**config.mk**
```make
export PLATFORM = sky130hd
export DESIGN_NAME = ps2_host_tx
export DESIGN_NICKNAME = d
export VERILOG_FILES = /design/src/rtl/ps2_pkg.sv /design/src/rtl/ps2_line_filter.sv /design/src/rtl/ps2_host_tx.sv
export SDC_FILE = /design/constraint.sdc
export NUM_CORES = 1
export LEC_CHECK = 0
export CAP_MARGIN = 20
export CORE_ASPECT_RATIO = 0.5
export CORE_MARGIN = 4
export CORE_UTILIZATION = 55
export CTS_BUF_LIST = sky130_fd_sc_hd__clkbuf_16
export CTS_CLUSTER_DIAMETER = 40
export CTS_CLUSTER_SIZE = 14
export DETAILED_ROUTE_END_ITERATION = 10
export PLACE_DENSITY = 0.74
export SLEW_MARGIN = 40
export SYNTH_ARGS = -nofsm -noshare
export SYNTH_HDL_FRONTEND = slang
export SYNTH_SLANG_ARGS = --single-unit
```
**constraint.sdc**
```tcl
create_clock -name clk -period 7 [get_ports clk]
set_clock_uncertainty 0.05 [all_clocks]
set_input_delay 1.05 -clock clk [delete_from_list [all_inputs] [get_ports clk]]
set_output_delay 1.05 -clock clk [all_outputs]
set_load 0.02 [all_outputs]
```
**src/rtl/ps2_pkg.sv**
```systemverilog
// ---------------------------------------------------------------------------
// ps2_pkg
// Shared definitions for the PS/2 host transmit path:
//   - ps2_state_t   : transmitter FSM states
//   - ERR_*         : err_code values reported by ps2_host_tx
//   - DEF_*_CYCLES  : default timing constants for a 50 MHz system clock
//   - CMD_*         : common keyboard command bytes
//   - odd_parity()  : PS/2 frame parity bit for a data byte
// ---------------------------------------------------------------------------
package ps2_pkg;

    typedef enum logic [2:0] {
        IDLE,
        INHIBIT,
        REQ,
        DATA,
        PARITY,
        STOP,
        ACK,
        WAIT_IDLE
    } ps2_state_t;

    localparam logic [1:0] ERR_NONE    = 2'd0;
    localparam logic [1:0] ERR_TIMEOUT = 2'd1;
    localparam logic [1:0] ERR_NOACK   = 2'd2;

    // 50 MHz: 100 us inhibit, 5 us setup, 15 ms per-edge timeout
    localparam int DEF_INHIBIT_CYCLES = 5000;
    localparam int DEF_SETUP_CYCLES   = 250;
    localparam int DEF_TIMEOUT_CYCLES = 750000;
    localparam int DEF_FILTER_CYCLES  = 8;

    localparam logic [7:0] CMD_SET_LED = 8'hED;
    localparam logic [7:0] CMD_ENABLE  = 8'hF4;
    localparam logic [7:0] CMD_RESET   = 8'hFF;

    // Parity bit that makes the total number of ones in data+parity odd
    function automatic logic odd_parity(input logic [7:0] d);
        return ~^d;
    endfunction

endpackage

```
**src/rtl/ps2_line_filter.sv**
```systemverilog
// ---------------------------------------------------------------------------
// ps2_line_filter
// Conditions one raw PS/2 pin for use in the system clock domain: a 2-flop
// synchronizer followed by a debounce that only changes the filtered level
// after FILTER_CYCLES consecutive samples disagree with it.
//   clk, rst_n : system clock, asynchronous active-low reset
//   line_in    : raw pin level
//   level      : filtered level (resets to 1, the idle bus level)
//   fall       : one-cycle pulse in the cycle level changes 1 -> 0
// ---------------------------------------------------------------------------
module ps2_line_filter #(
    parameter int FILTER_CYCLES = 8
) (
    input  logic clk,
    input  logic rst_n,
    input  logic line_in,
    output logic level,
    output logic fall
);

    localparam int CNT_W = $clog2(FILTER_CYCLES + 1);

    logic             sync_p0;
    logic             sync_p1;
    logic [CNT_W-1:0] cnt;

    always_ff @(posedge clk or negedge rst_n) begin
        if (!rst_n) begin
            sync_p0 <= 1'b1;
            sync_p1 <= 1'b1;
            level   <= 1'b1;
            fall    <= 1'b0;
            cnt     <= '0;
        end else begin
            // stage p0/p1: metastability synchronizer
            sync_p0 <= line_in;
            sync_p1 <= sync_p0;
            // debounce stage: any sample equal to the current level restarts
            // the run, so a glitch shorter than FILTER_CYCLES never lands
            fall <= 1'b0;
            if (sync_p1 == level) begin
                cnt <= '0;
            end else if (cnt == CNT_W'(FILTER_CYCLES - 1)) begin
                level <= sync_p1;
                fall  <= ~sync_p1;
                cnt   <= '0;
            end else begin
                cnt <= cnt + CNT_W'(1);
            end
        end
    end

endmodule

```
**src/rtl/ps2_host_tx.sv**
```systemverilog
// ---------------------------------------------------------------------------
// ps2_host_tx
// PS/2 host-to-device command transmitter. Pulls the clock low to inhibit
// the device, issues the request-to-send start bit, then shifts out 8 data
// bits LSB first, odd parity and stop on device-generated falling clock
// edges, and finally checks the device's ack bit. Lines are driven
// open-drain: an *_oe of 1 means "pull low", the top level tri-states
// otherwise.
//   clk, rst_n             : system clock, asynchronous active-low reset
//   tx_data, tx_valid      : command byte and request
//   tx_ready               : high only while idle (accept = valid && ready)
//   ps2_clk_in, ps2_dat_in : raw pin levels
//   ps2_clk_oe, ps2_dat_oe : open-drain pull-low enables
//   busy                   : command in flight, receiver should hold off
//   tx_done, tx_err        : one-cycle completion / failure pulses
//   err_code               : ERR_* of the last command, held until next accept
// ---------------------------------------------------------------------------
module ps2_host_tx
    import ps2_pkg::*;
#(
    parameter int INHIBIT_CYCLES = DEF_INHIBIT_CYCLES,
    parameter int SETUP_CYCLES   = DEF_SETUP_CYCLES,
    parameter int TIMEOUT_CYCLES = DEF_TIMEOUT_CYCLES,
    parameter int FILTER_CYCLES  = DEF_FILTER_CYCLES
) (
    input  logic       clk,
    input  logic       rst_n,
    input  logic [7:0] tx_data,
    input  logic       tx_valid,
    output logic       tx_ready,
    input  logic       ps2_clk_in,
    input  logic       ps2_dat_in,
    output logic       ps2_clk_oe,
    output logic       ps2_dat_oe,
    output logic       busy,
    output logic       tx_done,
    output logic       tx_err,
    output logic [1:0] err_code
);

    // One timer serves the inhibit, setup and per-edge timeout phases, so it
    // is sized for the largest of the three.
    localparam int TMR_MAX_A = (INHIBIT_CYCLES > SETUP_CYCLES) ? INHIBIT_CYCLES : SETUP_CYCLES;
    localparam int TMR_MAX   = (TMR_MAX_A > TIMEOUT_CYCLES) ? TMR_MAX_A : TIMEOUT_CYCLES;
    localparam int TMR_W     = $clog2(TMR_MAX + 1);

    ps2_state_t       state;
    logic [TMR_W-1:0] timer;
    logic [2:0]       bit_idx;
    logic [7:0]       shift;
    logic             parity;

    logic clk_lvl;
    logic clk_fall;
    logic dat_lvl;
    logic dat_fall_unused;
    logic accept;

    ps2_line_filter #(.FILTER_CYCLES(FILTER_CYCLES)) u_clk_filter (
        .clk     (clk),
        .rst_n   (rst_n),
        .line_in (ps2_clk_in),
        .level   (clk_lvl),
        .fall    (clk_fall)
    );

    ps2_line_filter #(.FILTER_CYCLES(FILTER_CYCLES)) u_dat_filter (
        .clk     (clk),
        .rst_n   (rst_n),
        .line_in (ps2_dat_in),
        .level   (dat_lvl),
        .fall    (dat_fall_unused)
    );

    assign tx_ready = (state == IDLE);
    assign busy     = (state != IDLE);
    assign accept   = tx_valid && tx_ready;

    // Frame payload needs no reset: it is always loaded before use.
    always_ff @(posedge clk) begin
        if (accept) begin
            shift  <= tx_data;
            parity <= odd_parity(tx_data);
        end
    end

    always_ff @(posedge clk or negedge rst_n) begin
        if (!rst_n) begin
            state      <= IDLE;
            ps2_clk_oe <= 1'b0;
            ps2_dat_oe <= 1'b0;
            tx_done    <= 1'b0;
            tx_err     <= 1'b0;
            err_code   <= ERR_NONE;
            bit_idx    <= '0;
            timer      <= '0;
        end else begin
            tx_done <= 1'b0;
            tx_err  <= 1'b0;
            case (state)
                IDLE: begin
                    if (tx_valid) begin
                        err_code   <= ERR_NONE;
                        ps2_clk_oe <= 1'b1;
                        timer      <= '0;
                        state      <= INHIBIT;
                    end
                end

                INHIBIT: begin
                    if (timer == TMR_W'(INHIBIT_CYCLES - 1)) begin
                        ps2_dat_oe <= 1'b1;          // start bit
                        timer      <= '0;
                        state      <= REQ;
                    end else begin
                        timer <= timer + TMR_W'(1);
                    end
                end

                REQ: begin
                    if (timer == TMR_W'(SETUP_CYCLES - 1)) begin
                        ps2_clk_oe <= 1'b0;          // hand the clock to the device
                        bit_idx    <= '0;
                        timer      <= '0;
                        state      <= DATA;
                    end else begin
                        timer <= timer + TMR_W'(1);
                    end
                end

                DATA, PARITY, STOP, ACK, WAIT_IDLE: begin
                    // A device edge takes priority over a timeout in the same cycle.
                    if (clk_fall) begin
                        timer <= '0;
                        case (state)
                            DATA: begin
                                ps2_dat_oe <= ~shift[bit_idx];
                                if (bit_idx == 3'd7) begin
                                    state <= PARITY;
                                end else begin
                                    bit_idx <= bit_idx + 3'd1;
                                end
                            end
                            PARITY: begin
                                ps2_dat_oe <= ~parity;
                                state      <= STOP;
                            end
                            STOP: begin
                                ps2_dat_oe <= 1'b0;
                                state      <= ACK;
                            end
                            ACK: begin
                                if (!dat_lvl) begin
                                    state <= WAIT_IDLE;
                                end else begin
                                    ps2_clk_oe <= 1'b0;
                                    ps2_dat_oe <= 1'b0;
                                    tx_err     <= 1'b1;
                                    err_code   <= ERR_NOACK;
                                    state      <= IDLE;
                                end
                            end
                            default: begin
                                // WAIT_IDLE: extra edge only restarts the timeout
                            end
                        endcase
                    end else if (state == WAIT_IDLE && clk_lvl && dat_lvl) begin
                        tx_done <= 1'b1;
                        state   <= IDLE;
                    end else if (timer == TMR_W'(TIMEOUT_CYCLES - 1)) begin
                        ps2_clk_oe <= 1'b0;
                        ps2_dat_oe <= 1'b0;
                        tx_err     <= 1'b1;
                        err_code   <= ERR_TIMEOUT;
                        state      <= IDLE;
                    end else begin
                        timer <= timer + TMR_W'(1);
                    end
                end

                default: begin
                    state <= IDLE;
                end
            endcase
        end
    end

endmodule

```
==> metrics.txt <==
Root Buffer clkbuf_16; met1 WL 2699 um; Critical R2R Capture timer[17]; CTS resizes 0; Peak supply drop 0.0001713 V; Worst Setup End Kind output pin; final core occ 64.95%; Chip Height 59.54 um; nets@finish 318; share of layout cells above drive strength 1 10.00%; io pins 21; GRT Resource Usage Total a little under a fifth; fin area 3262 sq um; Via density 6.138; Die ar. around 6600 sq um; kind of critical path flop to output pin; clk sink count 56; area leader, netlist dfrtp_1; post-synth top area share 35.12%; Hold-fix buffers, CTS 0; FP Rows 18; Top FF cell, synth dfrtp_1; FF-to-FF path depth 7; Core Area 5022 sq um; Routed WL approximately 6000 um; RePlAce Congestion 0.8887; Leak about 1.3 nW; initial DRC count 176; total length of routed met3 wires 374 um; first-pass GRT wire length 9922 um; antenna violations before repair 0; clk buf depth 2; hpwl dp 4120 um; Total Power 1.122 mW; total gr overflow 0; Setup TNS Final 0 ps; cell area after synthesis around 2900 sq um; CP required 5900 ps; Routed Antenna Nets 0; # fillers 406; Worst-Margin Slew 646.9 ps; met2 wire len 2786 um; fin crit period 3026 ps; most common cell after layout, fill and taps aside dfrtp_1; cts bufs inserted 5; Hold EP u_dat_filter.sync_p1; number of synthesized register bits 56; Placement Cell Area 3115 sq um; Hold Startpoint u_dat_filter.sync_p0; FF-to-FF Start timer[0]; Setup-failing EPs final 0; Layout Area Growth over Synthesis 11.65%; 1st-pass router iterations 4; critical path startpoint category flop; vias in the first global route 2,158; PD cells about 340 nW/um^2; Post-synth ARST share about 84%; Synth Net Count 302; outcome finished clean; Cell variety after synth 53; H-tree depth 2; Final Max Tran Viols 0; most frequent cells in the layout dfrtp_1, nor2_1, nand2_1; unrepaired setup endpoints after global routing false; Hold Path Stages 0; Top Metal Used met4; max cap viols 0; Max Freq 330.5 MHz; Clock transition at path regs approximately 70 ps; Ys Warns 0; top post-synthesis cells by area dfrtp_1, edfxtp_1, dfstp_2, xnor2_1, a21oi_1; Die X 111.1 um; postcts setup bufs 0; vias after detailed routing 2,271; Mapped Cells 283; Routed WL per cell approximately 16 um; largest net degree at the start of global routing 48; # diodes 0; post-route clock period utilization 43.22%; Final Hold Fails 0; mean post-synth cell area about 10 sq um; R2R setup slack 4380 ps; Initial Utilization 58.17%; relative slew slack between 50% and 60%; HP Class flop to flop; Post-synth EDFFs 9; Crit path arrival time 1930 ps; crit path max fanout 16; CTS tree yes; # DRC 0; sequential share of the synthesized area 49.76%; Worst-Skew Late Latency 290 ps; Buffers on Ports 20
-- how the worst max path moves through the flow --
stage	from	end	slack (ps)	cells past startpoint
final	state[2]	tx_ready	3970	4
after global routing	state[2]	tx_ready	3880	4
after CTS	state[2]	tx_ready	4000	4
after detailed placement	tx_valid	timer[19]	3800	7
after global placement	tx_valid	timer[17]	3910	7
after floorplan	tx_valid	timer[19]	4530	6
-- critical path, cell delays in order, from the launching register on --
cell and delay [ps]:
dfrtp_1 560, inv_1 220, nand3_1 130, inv_1 110, clkdlybuf4s50_1 610
-- kinds of logic after synthesis --
family          after synthesis  synth area share (%)
buf+inv                      20                 4.282
simple gates                107                 19.36
flops                        56                 49.76
compound gates               70                 15.50
mux                           7                 3.426
fa+ha+maj                     6                 2.570
xor+xnor                     17                 5.096
-- power by group --
part	switching, mW	internal [mW]	leakage (nW)
Combinational	0.225	0.157	0.526
Sequential	0.0929	0.405	0.687
Clock	0.111	0.130	0.0687
-- registers in the layout (all words and copies together) (netlist names), 2 cells and up --
register / flops
err_code: 2
u_clk_filter.cnt: 4
state: 3
shift: 8
bit_idx: 3
u_dat_filter.cnt: 4
timer: 20
-- through the flow --
step,hold slack [ps],instances,setup WS [ps]
4_1_cts,309.7,370,3999
5_1_grt,315.5,370,3880
3_5_place_dp,299.6,362,3803
3_3_place_gp,296.9,362,3913
6_report,310.8,370,3974
2_1_floorplan,295.2,283,4532
-- layer usage --
layer | track usage, % | up-vias
met3 | 3.466 | 5
met4 | 4.679 | 0
met5 | 0 | -
met1 | 24.80 | 1096
met2 | 32.16 | 93
li1 | - | 1077
-- final cells by class --
class                   instances  area, sq um  share of cell area, %
flip-flops and latches         56         1454                  44.57
multi-input cells             207         1349                  41.35
repair buffers                 20        197.7                  6.061
clock buffers                   5        125.1                  3.836
well taps                      70        87.58                  2.685
inverters                       9        33.78                  1.036
clock inverters                 3        15.01                 0.4603
-- Yosys cell counts (5+ instances only) --
library cell,number
a21oi_1,18
a31oi_1,9
dfrtp_1,41
dfstp_2,6
edfxtp_1,9
ha_1,6
inv_1,9
nand2_1,20
nand3_1,14
nor2_1,24
nor3_1,10
o21ai_0,14
o31ai_1,5
xnor2_1,17
No activity file was read; power rests on OpenSTA's default activity.
